===== src/rtl/alu_exec_if.sv =====
// alu_exec_if: request/result bundle between the execute-stage issuer and
// the alu_exec unit. The master drives the operation and operands; the slave
// (alu_exec) returns busy/done and the registered result.
interface alu_exec_if #(
  parameter int WIDTH = 32
);
  logic [2:0]       aluControl;
  logic [WIDTH-1:0] srcA;
  logic [WIDTH-1:0] srcB;
  logic             start;
  logic             busy;
  logic             done;
  logic [WIDTH-1:0] aluResult;
  logic             zero;

  modport master (
    output aluControl, srcA, srcB, start,
    input  busy, done, aluResult, zero
  );

  modport slave (
    input  aluControl, srcA, srcB, start,
    output busy, done, aluResult, zero
  );
endinterface


===== src/rtl/alu_exec.sv =====
// alu_exec: registered execution unit with a start/done handshake.
// add/sub/and/or/slt finish one cycle after the accepting edge; unused codes
// return 0 with the same latency. Define ALU_EXEC_MULT_EN to compile in an
// iterative shift-add multiplier (code 011, WIDTH+1 cycles latency, unsigned,
// low WIDTH bits kept). Without the macro code 011 acts as an unused code and
// busy is tied low.
module alu_exec #(
  parameter int WIDTH = 32
) (
  input  logic       clk,
  input  logic       reset,
  alu_exec_if.slave  bus
);

  localparam logic [2:0] OP_AND = 3'b000;
  localparam logic [2:0] OP_OR  = 3'b001;
  localparam logic [2:0] OP_ADD = 3'b010;
  localparam logic [2:0] OP_SUB = 3'b110;
  localparam logic [2:0] OP_SLT = 3'b111;
`ifdef ALU_EXEC_MULT_EN
  localparam logic [2:0] OP_MUL = 3'b011;
`endif

  logic [WIDTH-1:0] w_alu_value;
  logic             w_slt;

  logic [WIDTH-1:0] r_result;
  logic [WIDTH-1:0] w_result_next;
  logic             r_zero;
  logic             w_zero_next;
  logic             r_done;
  logic             w_done_next;

  // Single-cycle datapath; anything not decoded (100, 101, and 011 when the
  // multiplier is absent) yields zero.
  always_comb begin
    w_alu_value = '0;
    w_slt       = $signed(bus.srcA) < $signed(bus.srcB);
    case (bus.aluControl)
      OP_ADD:  w_alu_value = bus.srcA + bus.srcB;
      OP_SUB:  w_alu_value = bus.srcA - bus.srcB;
      OP_AND:  w_alu_value = bus.srcA & bus.srcB;
      OP_OR:   w_alu_value = bus.srcA | bus.srcB;
      OP_SLT:  w_alu_value = {{(WIDTH-1){1'b0}}, w_slt};
      default: w_alu_value = '0;
    endcase
  end

`ifdef ALU_EXEC_MULT_EN
  localparam int CNT_W = $clog2(WIDTH + 1);

  typedef enum logic {
    S_IDLE = 1'b0,
    S_MUL  = 1'b1
  } state_t;

  state_t           r_state;
  state_t           w_state_next;
  logic [WIDTH-1:0] r_mcand;
  logic [WIDTH-1:0] w_mcand_next;
  logic [WIDTH-1:0] r_mplier;
  logic [WIDTH-1:0] w_mplier_next;
  logic [WIDTH-1:0] r_acc;
  logic [WIDTH-1:0] w_acc_next;
  logic [WIDTH-1:0] w_acc_sum;
  logic [CNT_W-1:0] r_count;
  logic [CNT_W-1:0] w_count_next;

  // Next-state and datapath control. Only the low WIDTH bits of the product
  // are ever needed, so the accumulator and multiplicand stay WIDTH wide and
  // bits shifted out the top are simply dropped.
  always_comb begin
    w_state_next  = r_state;
    w_mcand_next  = r_mcand;
    w_mplier_next = r_mplier;
    w_acc_next    = r_acc;
    w_count_next  = r_count;
    w_result_next = r_result;
    w_zero_next   = r_zero;
    w_done_next   = 1'b0;
    w_acc_sum     = r_acc + (r_mplier[0] ? r_mcand : '0);
    case (r_state)
      S_IDLE: begin
        if (bus.start) begin
          if (bus.aluControl == OP_MUL) begin
            w_mcand_next  = bus.srcA;
            w_mplier_next = bus.srcB;
            w_acc_next    = '0;
            w_count_next  = CNT_W'(WIDTH);
            w_state_next  = S_MUL;
          end else begin
            w_result_next = w_alu_value;
            w_zero_next   = (w_alu_value == '0);
            w_done_next   = 1'b1;
          end
        end
      end
      S_MUL: begin
        // start is deliberately not looked at here: requests while busy are dropped.
        w_acc_next    = w_acc_sum;
        w_mcand_next  = r_mcand << 1;
        w_mplier_next = r_mplier >> 1;
        w_count_next  = r_count - CNT_W'(1);
        if (r_count == CNT_W'(1)) begin
          w_result_next = w_acc_sum;
          w_zero_next   = (w_acc_sum == '0);
          w_done_next   = 1'b1;
          w_state_next  = S_IDLE;
        end
      end
      default: w_state_next = S_IDLE;
    endcase
  end

  // Multiplier state register; reset discards any partial product.
  always_ff @(posedge clk) begin
    if (reset) begin
      r_state  <= S_IDLE;
      r_mcand  <= '0;
      r_mplier <= '0;
      r_acc    <= '0;
      r_count  <= '0;
    end else begin
      r_state  <= w_state_next;
      r_mcand  <= w_mcand_next;
      r_mplier <= w_mplier_next;
      r_acc    <= w_acc_next;
      r_count  <= w_count_next;
    end
  end

  assign bus.busy = (r_state == S_MUL);
`else
  // Without the multiplier every accepted request completes in one cycle.
  always_comb begin
    w_result_next = r_result;
    w_zero_next   = r_zero;
    w_done_next   = 1'b0;
    if (bus.start) begin
      w_result_next = w_alu_value;
      w_zero_next   = (w_alu_value == '0);
      w_done_next   = 1'b1;
    end
  end

  assign bus.busy = 1'b0;
`endif

  // Result/flag registers: result and zero hold between done pulses.
  always_ff @(posedge clk) begin
    if (reset) begin
      r_result <= '0;
      r_zero   <= 1'b1;
      r_done   <= 1'b0;
    end else begin
      r_result <= w_result_next;
      r_zero   <= w_zero_next;
      r_done   <= w_done_next;
    end
  end

  assign bus.aluResult = r_result;
  assign bus.zero      = r_zero;
  assign bus.done      = r_done;

endmodule


===== src/flat_wrapper.sv =====
// flat-port wrapper written by rule: the top's interface ports become plain ports
module alu_exec_flat 
#(
  parameter int WIDTH = 32
)
  (clk, reset, bus_aluControl, bus_srcA, bus_srcB, bus_start, bus_busy, bus_done, bus_aluResult, bus_zero);
  alu_exec_if #(.WIDTH(WIDTH)) bus_i ();
  input  logic clk;
  input  logic reset;
  input wire logic [$bits(bus_i.aluControl)-1:0] bus_aluControl;
  input wire logic [$bits(bus_i.srcA)-1:0] bus_srcA;
  input wire logic [$bits(bus_i.srcB)-1:0] bus_srcB;
  input wire logic [$bits(bus_i.start)-1:0] bus_start;
  output wire logic [$bits(bus_i.busy)-1:0] bus_busy;
  output wire logic [$bits(bus_i.done)-1:0] bus_done;
  output wire logic [$bits(bus_i.aluResult)-1:0] bus_aluResult;
  output wire logic [$bits(bus_i.zero)-1:0] bus_zero;
  assign bus_i.aluControl = bus_aluControl;
  assign bus_i.srcA = bus_srcA;
  assign bus_i.srcB = bus_srcB;
  assign bus_i.start = bus_start;
  assign bus_busy = bus_i.busy;
  assign bus_done = bus_i.done;
  assign bus_aluResult = bus_i.aluResult;
  assign bus_zero = bus_i.zero;
  alu_exec #(.WIDTH(WIDTH)) u_core (.clk(clk), .reset(reset), .bus(bus_i));
endmodule

===== config.mk =====
export PLATFORM = sky130hd
export DESIGN_NAME = alu_exec_flat
export DESIGN_NICKNAME = d
export VERILOG_FILES = /design/src/rtl/alu_exec_if.sv /design/src/rtl/alu_exec.sv /design/src/flat_wrapper.sv
export SDC_FILE = /design/constraint.sdc
export NUM_CORES = 1
export LEC_CHECK = 0
export CORE_UTILIZATION = 45
export CTS_CLUSTER_DIAMETER = 50
export DETAILED_ROUTE_END_ITERATION = 12
export PLACE_DENSITY = 0.81
export SYNTH_ARGS = -nofsm -noshare
export SYNTH_HDL_FRONTEND = slang
export SYNTH_SLANG_ARGS = --single-unit

===== constraint.sdc =====
create_clock -name clk -period 6.3 [get_ports clk]
set_clock_uncertainty 0.15 [all_clocks]
set_input_delay 0.945 -clock clk [delete_from_list [all_inputs] [get_ports clk]]
set_output_delay 0.945 -clock clk [all_outputs]
set_load 0.03 [all_outputs]

## After elaboration in Yosys (flattened, before gate mapping)

Cells that the tools add are included.
W data, S select, Z words.

| storage, ports and cells | value |
|---|---|
| register bits after elaboration | 34 |
| bits of input ports | 70 |
| output and inout port bits | 35 |
| word-level logic and storage cells | 16 |

| operators by class | value |
|---|---|
| add/subtract/negate cells | 2 |
| $lt $le $gt $ge | 1 |
| eq/ne operators | 4 |
| muxes and demuxes | 2 |
| bitwise operators | 2 |
| reductions and logical operators | 2 |

Operator list:

| operator | count |
|---|---|
| $pmux W32 S5 | 1 |
| $add A32 B32 Y32 | 1 |
| $and A32 B32 Y32 | 1 |
| $logic_not A32 Y1 | 1 |
| $lt A32 B32 Y1 | 1 |
| $or A32 B32 Y32 | 1 |
| $sub A32 B32 Y32 | 1 |
| $eq A3 B3 Y1 const B | 2 |
| $eq A3 B1 Y1 const B | 1 |
| $eq A3 B2 Y1 const B | 1 |
| $logic_not A3 Y1 | 1 |
| $mux W1 | 1 |

## Logic depth before layout (Yosys ltp)

Gate-level depths: netlist of the first run.

| logic depth | value |
|---|---|
| word-level depth | 3 |
| gate-level depth with buffers | 15 |
| mapped depth without buffers | 15 |

## Worst setup path before layout of the first run

Ideal clock, no wire load.

| timing path | value |
|---|---|
| kind | input -> register |
| start | input port bus_srcB[2] |
| end | register u_core.r_zero (netlist: u_core.bus.zero) |
| library setup time | 59 ps |
| data arrival time | 3611 ps |
| required time | 6091 ps |
| path slack | 2481 ps |
| cell stages on the path | 14 |
| path buffers | 1 |
| cells stage by stage | inv_1 -> ha_1 -> buf_6 -> nand2b_4 -> a2111o_1 -> a211oi_2 -> nor2_2 -> o311ai_1 -> nand2_1 -> a311oi_1 -> xnor2_1 -> o221ai_2 -> nor4_2 -> a31o_1 |

| on the way | value |
|---|---|
| word-level cells in the longest chain between the ends | 3 |
| elaborated cells between the ends (all ways) | 7 |
| those cells by class | 2 x add/sub; 1 x order compare; 1 x mux; 2 x bitwise; 1 x reduce/logical |

Ends and longest elaborated chain:

| what | line | RTL |
|---|---|---|
| start, declared | flat_wrapper.sv:12 | `input wire logic [$bits(bus_i.srcB)-1:0] bus_srcB;` |
| $sub A32 B32 Y32, or another cell as far along | alu_exec.sv:41 | `OP_SUB: w_alu_value = bus.srcA - bus.srcB;` |
| $pmux W32 S5 * | alu_exec.sv:39 | `case (bus.aluControl)` |
| $logic_not A32 Y1 * | alu_exec.sv:141 | `w_zero_next = (w_alu_value == '0);` |
| end signal, assigned | alu_exec.sv:157 | `r_zero <= w_zero_next;` |
| end, declared | alu_exec.sv:29 | `logic r_zero;` |

Mark *: on every way between the ends. The rest lies on a longest branch, timed or not.
A chain may end at the register's enable or synchronous reset.

## Worst setup path after layout of the first run

| timing path | value |
|---|---|
| start | input port bus_srcA[5] |
| end | register u_core.r_zero (netlist: u_core.bus.zero) |

| on the way | value |
|---|---|
| word-level cells in the longest chain between the ends | 3 |
| elaborated cells between the ends (all ways) | 7 |
| those cells by class | 2 x add/sub; 1 x order compare; 1 x mux; 2 x bitwise; 1 x reduce/logical |

Ends and longest elaborated chain:

| what | line | RTL |
|---|---|---|
| start, declared | flat_wrapper.sv:11 | `input wire logic [$bits(bus_i.srcA)-1:0] bus_srcA;` |
| $sub A32 B32 Y32, or another cell as far along | alu_exec.sv:41 |  |
| $pmux W32 S5 * | alu_exec.sv:39 |  |
| $logic_not A32 Y1 * | alu_exec.sv:141 |  |

Marks and branches as above.

==> results of run 1 <==
metal layers:
layer  up-vias  GRT usage  share of wire
met1      3271     0.4123           0.46
li1       3421          -              -
met4         0    0.05488          0.015
met5         -          0              0
met3        36    0.03857          0.098
met2       396     0.4379           0.43
flip-flops by register name (all words and copies together) (netlist names):
register	cells
u_core.bus.aluResult	32
u_core.bus.zero	1
u_core.bus.done	1
logic make-up after synthesis:
family | synth area share
compound gates | 0.3263
simple gates | 0.2156
buf+inv | 0.08889
fa+ha+maj | 0.2183
flops | 0.1040
xor+xnor | 0.03059
mux | 0.01568
other cells | 0.0005730
power breakdown:
part	switching (uW)	total (uW)	internal [uW]
sequential	10.9	242	232
clock	79.4	232	152
combinational	388	641	253
total	478	1120	637
final cells by class:
| type | count | area, um^2 | area share |
|---|---|---|---|
| Sequential cell | 34 | 680.7 | 0.08726 |
| Multi-Input combinational cell | 729 | 5288 | 0.6779 |
| Clock buffer | 6 | 138.9 | 0.01781 |
| Timing Repair Buffer | 116 | 1119 | 0.1434 |
| Inverter | 93 | 349.1 | 0.04475 |
| Tap cell | 180 | 225.2 | 0.02887 |
final timing paths:
check / from / to / slack [ns] / depth (start not counted)
min reg2reg: u_core.bus.aluResult[1] / u_core.bus.aluResult[1] / 0.33 / 2
max reg2reg: u_core.bus.aluResult[30] / u_core.bus.aluResult[30] / 5.30 / 2
max: bus_srcA[5] / u_core.bus.zero / 1.23 / 14
min: u_core.bus.aluResult[1] / u_core.bus.aluResult[1] / 0.33 / 2
metrics by stage:
stage                     hold WS, ns  setup slack (ns)  power, uW
final                          0.3313             1.234       1115
after global routing           0.3514            0.9550       1184
after CTS                      0.3281             1.333       1106
after detailed placement       0.3161             1.072      870.2
after global placement         0.3215             1.141      868.0
after floorplan                0.4467             2.481      670.0
layout by cell type, fill, tap and decap left out, drive strengths merged, types with 7 or more instances in the layout:
master and count:
xnor2 19, clkdlybuf4s50 101, o221ai 9, inv 92, a31oi 7, a21o 11, nor4 10, nand2 57
a221oi 9, a2111oi 7, nand2b 11, o31ai 15, nand3 17, nor3 31, o21a 8, nor2b 11
a21oi 67, ha 111, o211ai 14, a211oi 40, buf 15, mux2i 8, nand4 12, nor2 106
o21bai 9, o21ai 39, dfxtp 34
critical path, cell delays in order:
cell and delay [ns]:
sky130_fd_sc_hd__clkdlybuf4s50_1 0.54, sky130_fd_sc_hd__inv_1 0.06, sky130_fd_sc_hd__ha_1 0.54, sky130_fd_sc_hd__o211ai_1 0.19
sky130_fd_sc_hd__o211ai_1 0.44, sky130_fd_sc_hd__a41oi_2 0.28, sky130_fd_sc_hd__o41ai_2 0.43, sky130_fd_sc_hd__a221oi_1 0.19
sky130_fd_sc_hd__o21ai_1 0.18, sky130_fd_sc_hd__xnor2_1 0.08, sky130_fd_sc_hd__a221oi_1 0.56, sky130_fd_sc_hd__o211ai_1 0.24
sky130_fd_sc_hd__nor4_1 0.28, sky130_fd_sc_hd__a31o_1 0.18
==> Implementation_results.wiki, run 1 <==
{| class="wikitable"
! Metric !! Value
|-
| Sequential-to-total area share from yosys stat || 0.1040
|-
| Final clock period utilization by the worst path || 0.8040
|-
| Total gr overflow || 0
|-
| Post-detailed-route count of antenna-violating nets || 0
|-
| Vias in the first global route || 6433
|-
| Main flop type after synthesis || sky130_fd_sc_hd__dfxtp_1
|-
| Number of fill cells in the layout || 1335
|-
| Overall die height || 122.6 um
|-
| Final net count || 1162
|-
| Clock period minus worst slack || 5.066 ns
|-
| CTS tree || yes
|-
| IO Count || 105
|-
| Final routed DRC violation total || 0
|-
| Post-route insts no fill || 1158
|-
| Count of hold-fix buffers inserted at cts || 0
|-
| Crit. End Element || register
|-
| Status || finished clean
|-
| Power density over the cells || 143.0 nW/um^2
|-
| Skew-Pair Late Insertion Delay || 0.27 ns
|-
| Max-slew violation total from the final report || 0
|-
| Worst-case vdd ir drop || 114.4 uV
|-
| Maximum clock frequency || 0.1974 GHz
|-
| Total Wirelength || 21200 um
|-
| Final hold violation count || 0
|-
| Die Width || 122.6 um
|-
| Pleak || 0.003377 uW
|-
| Largest net degree at the start of global routing || 54
|-
| DRT iter0 DRCs || 929
|-
| Maxcap violations || 0
|-
| Die Area || 15030 um^2
|-
| Syn_area_per_cell || 7.208 um^2
|-
| Number of rows in the core area || 43
|-
| Unrepaired setup endpoints after global routing || no
|-
| Resized Gates After CTS || 0
|-
| Number of synthesized flops with an enable pin || 0
|-
| Postcts setup bufs || 0
|-
| Area share of the largest cell type after synthesis || 0.2122
|-
| Worst-Margin Slew || 0.8296 ns
|-
| Top area cells in the synthesized netlist || sky130_fd_sc_hd__ha_1 (21%), sky130_fd_sc_hd__dfxtp_1 (10%), sky130_fd_sc_hd__nor2_1 (6.0%), sky130_fd_sc_hd__inv_1 (5.3%), sky130_fd_sc_hd__a21oi_1 (5.1%)
|-
| Warning count from the yosys run || 0
|-
| Clock-pin slew on the worst setup and hold paths || 0.05 ns
|-
| Crit-path max FO || 11
|-
| Crit Path Class || primary input to register
|-
| Syn_nets || 1091
|-
| Buffers added on ports || 103
|-
| Global-route wire length before repair || 33670 um
|-
| Total placed instance area || 7661 um^2
|-
| Antenna diode count || 0
|-
| Share of cells above drive strength 1 || 0.05419
|-
| Starting density of the core || 0.4661
|-
| Number of sinks driven by the clock tree || 34
|-
| Synth top cells by count || sky130_fd_sc_hd__ha_1 (111), sky130_fd_sc_hd__nor2_1 (105), sky130_fd_sc_hd__inv_1 (92)
|-
| Drt via density || 6.152
|-
| Average wire length per cell after detail routing || 18.30 um
|-
| Fraction of registers with async set/reset || 0
|-
| Post-route cell area || 7800 um^2
|-
| Layout Area Growth over Synthesis || 19.17%
|-
| Final total negative setup slack || 0 ns
|-
| Worst min-delay path class || register to register
|-
| WP data required || 6.37 ns
|-
| Maximum clock path buffer count || 2
|-
| Slew headroom || 0.4326
|-
| Number of distinct library cell variants in the gate-level netlist after synthesis || 86
|-
| Total core area || 14040 um^2
|-
| Total instance count after detailed placement || 1152
|-
| Initial antenna violation count || 0
|-
| Inserted Clock Buffers || 5
|-
| Finished Core Util || 0.5555
|-
| DR vias || 7124
|-
| Number of detailed-route iterations in the first pass || 5
|-
| Area of the mapped netlist || 6545 um^2
|-
| Element type at the critical path start || primary input
|-
| Post-detail-place hpwl || 16580 um
|-
| Arr. time, crit path || 5.13 ns
|-
| Total routing usage reported by global routing || 0.2823
|-
| CTS root buffer || sky130_fd_sc_hd__clkbuf_16
|-
| Total of flip-flops plus latches after synthesis || 34
|-
| Synthesized instance count || 908
|-
| Library cell with the largest summed area after synthesis || sky130_fd_sc_hd__ha_1
|-
| # H-tree levels || 2
|-
| Most frequently used cell type in the post-synthesis netlist || sky130_fd_sc_hd__ha_1
|-
| Final Wtd Congestion || 0.9355
|-
| Final-report setup violation count || 0
|}
No activity file was read; power rests on OpenSTA's default activity.
==> inputs of run 2 (changes only) <==
Settings changed: PLACE_DENSITY 0.81 to 0.84.
Clock period 6.3 ns to 4.6 ns, I/O delays scaled along.
==> run 2 against run 1 <==
Effect of this change: first-iteration DRC count increased by 9.4%; sequential share of layout area decreased by 0.50 points; via count increased by 6.5%; sequential cell count unchanged; register-to-register slack got worse by 1.7 ns; clock-buffer cell count decreased by 1; global-route usage increased by 1.3 points; worst setup slack got worse by 1.1 ns; worst hold slack improved by 0.0054 ns; critical endpoint is now u_core.bus.aluResult[31].
==> Implementation_results.wiki, run 2 (synthesis results as in run 1) <==
{| class="wikitable"
! Metric !! Value
|-
| Maximum clock path buffer count || 2
|-
| Max-slew violation total from the final report || 0
|-
| Final worst slack || 0.1786 ns
|-
| Count of hold-fix buffers inserted at cts || 0
|-
| Maximum clock frequency || 0.2262 GHz
|-
| Total Wirelength || 22270 um
|-
| Post-Place Setup Slack || -0.08451 ns
|-
| Most common cell after layout, fill and taps aside || sky130_fd_sc_hd__ha_1
|-
| Initial antenna violation count || 0
|-
| Final net count || 1222
|-
| Net switching fraction of the power || 0.4268
|-
| Total gr overflow || 0
|-
| Layout Area Growth over Synthesis || 26.46%
|-
| Global-route wire length before repair || 35050 um
|-
| Final clock period utilization by the worst path || 0.9612
|-
| Power share of the combinational group || 0.602
|-
| Post-route cell area || 8277 um^2
|-
| Die Width || 122.6 um
|-
| Vias in the first global route || 6883
|-
| Max stage delay on crit path || 0.51 ns
|-
| Crit Path Class || primary input to register
|-
| Drt via density || 6.224
|-
| CTS root buffer || sky130_fd_sc_hd__clkbuf_16
|-
| Unrepaired setup endpoints after global routing || no
|-
| CP max stage cell || sky130_fd_sc_hd__clkdlybuf4s50_1
|-
| Buffers added on ports || 103
|-
| Arr. time, crit path || 4.46 ns
|-
| Maxcap violations || 0
|-
| Reg power frac || 0.207
|-
| Status || finished clean
|-
| Number of detailed-route iterations in the first pass || 7
|-
| Number of cells traversed by the worst register-to-register path || 2
|-
| Largest net degree at the start of global routing || 53
|-
| Overall die height || 122.6 um
|-
| Total core area || 14040 um^2
|-
| Number of rows in the core area || 43
|-
| Pint || 918.3 uW
|-
| Worst-Margin Slew || 0.6678 ns
|-
| FF-to-FF Start || u_core.bus.aluResult[30]
|-
| Die Area || 15030 um^2
|-
| Total routing usage reported by global routing || 0.2950
|-
| CTS tree || yes
|-
| Power density over the cells || 193.6 nW/um^2
|-
| Final hold violation count || 0
|-
| Commonest non-fill, non-tap cells in the layout || sky130_fd_sc_hd__ha_1 (110), sky130_fd_sc_hd__nor2_1 (105), sky130_fd_sc_hd__clkdlybuf4s50_1 (101), sky130_fd_sc_hd__inv_1 (92), sky130_fd_sc_hd__buf_4 (73)
|-
| Total placed instance area || 8104 um^2
|-
| Destination of the worst hold path || u_core.bus.aluResult[2]
|-
| Final routed DRC violation total || 0
|-
| R2r endpoint || u_core.bus.aluResult[30]
|-
| Net switching power || 683.7 uW
|-
| DRT iter0 DRCs || 1016
|-
| Final-report setup violation count || 0
|-
| Clock period minus worst slack || 4.421 ns
|-
| Post-detail-place hpwl || 17790 um
|-
| Post-route worst hold slack || 0.3367 ns
|-
| Worst Hold Launch || u_core.bus.aluResult[2]
|-
| Number of flip-flops in the largest register || 32
|-
| Worst min-delay path class || register to register
|-
| Register-to-Register Setup Slack || 3.65 ns
|-
| Power share of the clock group || 0.190
|-
| Cell Chain, Critical Path || clkdlybuf4s50_1 > inv_1 > ha_1 > nor3b_1 > nor3_2 > a211oi_1 > buf_4 > a211oi_1 > buf_4 > a311oi_1 > nor2_1 > o22ai_1 > mux2_2 > a41oi_1 > nor2_1 > a211oi_1
|-
| Inserted Clock Buffers || 5
|-
| Element type at the critical path start || primary input
|-
| Post-detailed-route count of antenna-violating nets || 0
|-
| Share of cells above drive strength 1 || 0.1155
|-
| Average wire length per cell after detail routing || 18.27 um
|-
| Number of fill cells in the layout || 1282
|-
| Crit. End Element || register
|-
| IO Count || 105
|-
| Worst-case vdd ir drop || 167.3 uV
|-
| Starting density of the core || 0.4661
|-
| Area of the multi-input gates || 5318 um^2
|-
| Hold Path Cell Cnt || 2
|-
| Register area || 680.7 um^2
|-
| Number of sinks driven by the clock tree || 34
|-
| Crit-path max FO || 7
|-
| # H-tree levels || 2
|-
| Slew headroom || 0.5534
|-
| WP data required || 4.64 ns
|-
| Pleak || 0.003670 uW
|-
| Post-route total power || 1602 uW
|-
| Total instance count after detailed placement || 1211
|-
| Skew-Pair Late Insertion Delay || 0.27 ns
|-
| Post-route insts no fill || 1219
|-
| Clock-pin slew on the worst setup and hold paths || 0.05 ns
|-
| DR vias || 7587
|-
| Top cell by count, worst path || sky130_fd_sc_hd__a211oi_1
|-
| Antenna diode count || 0
|-
| Final Wtd Congestion || 0.9762
|}
[run 2: power by group through the flow]
stage / combinational [uW] / sequential, uW / clock, uW
after floorplan: 542 / 376 / 0
after global placement: 921 / 337 / 0
after detailed placement: 931 / 337 / 0
after CTS: 937 / 332 / 306
after global routing: 1040 / 334 / 315
final: 964 / 332 / 305
[run 2: critical path: cells and delay by family]
kind,cells,cell delay [ns]
adder cells (fa/ha/maj),1,0.39
AO/OA/AOI/OAI,6,1.49
AND/OR/NAND/NOR,4,0.58
buffers and inverters,4,0.92
multiplexers,1,0.38
[run 2: worst max path at each step]
| stage | endpoint | cells past startpoint | from | slack [ns] |
|---|---|---|---|---|
| global placement | u_core.bus.zero | 16 | bus_srcB[3] | 0.05 |
| floorplan | u_core.bus.zero | 14 | bus_srcB[2] | 1.04 |
| CTS | u_core.bus.zero | 14 | bus_srcB[0] | 0.17 |
| global route | u_core.bus.aluResult[31] | 16 | bus_srcB[3] | 0.02 |
| detailed placement | u_core.bus.zero | 14 | bus_srcB[0] | -0.08 |
| finish | u_core.bus.aluResult[31] | 16 | bus_srcB[3] | 0.18 |
[run 2: cell type report]
| type | instances | area share |
|---|---|---|
| inverter | 93 | 0.04218 |
| clock inverter | 2 | 0.001209 |
| timing repair buffer | 176 | 0.1896 |
| sequential | 34 | 0.08224 |
| multi-input combinational | 729 | 0.6425 |
| clock buffer | 5 | 0.01512 |
| tap | 180 | 0.02721 |
[run 2: stage by stage]
step                        util  setup TNS, ns
final                     0.5894              0
after global placement    0.5771              0
after detailed placement  0.5771       -0.09138
after floorplan                -              0
after CTS                 0.5867              0
after global routing      0.5894              0
[run 2: timing repair]
action | in CTS | in global routing
resized for setup | 0 | 6
buffers inserted | 0 | 1
endpoints found under the setup margin | 0 | 1
[run 2: layer usage]
metal / vias to the layer above / routed length (um) / GRT usage
met5: - / 0 / 0
met4: 0 / 663 / 0.09146
met3: 67 / 2120 / 0.03160
met2: 469 / 9525 / 0.4635
met1: 3495 / 9957 / 0.4189
li1: 3556 / - / -
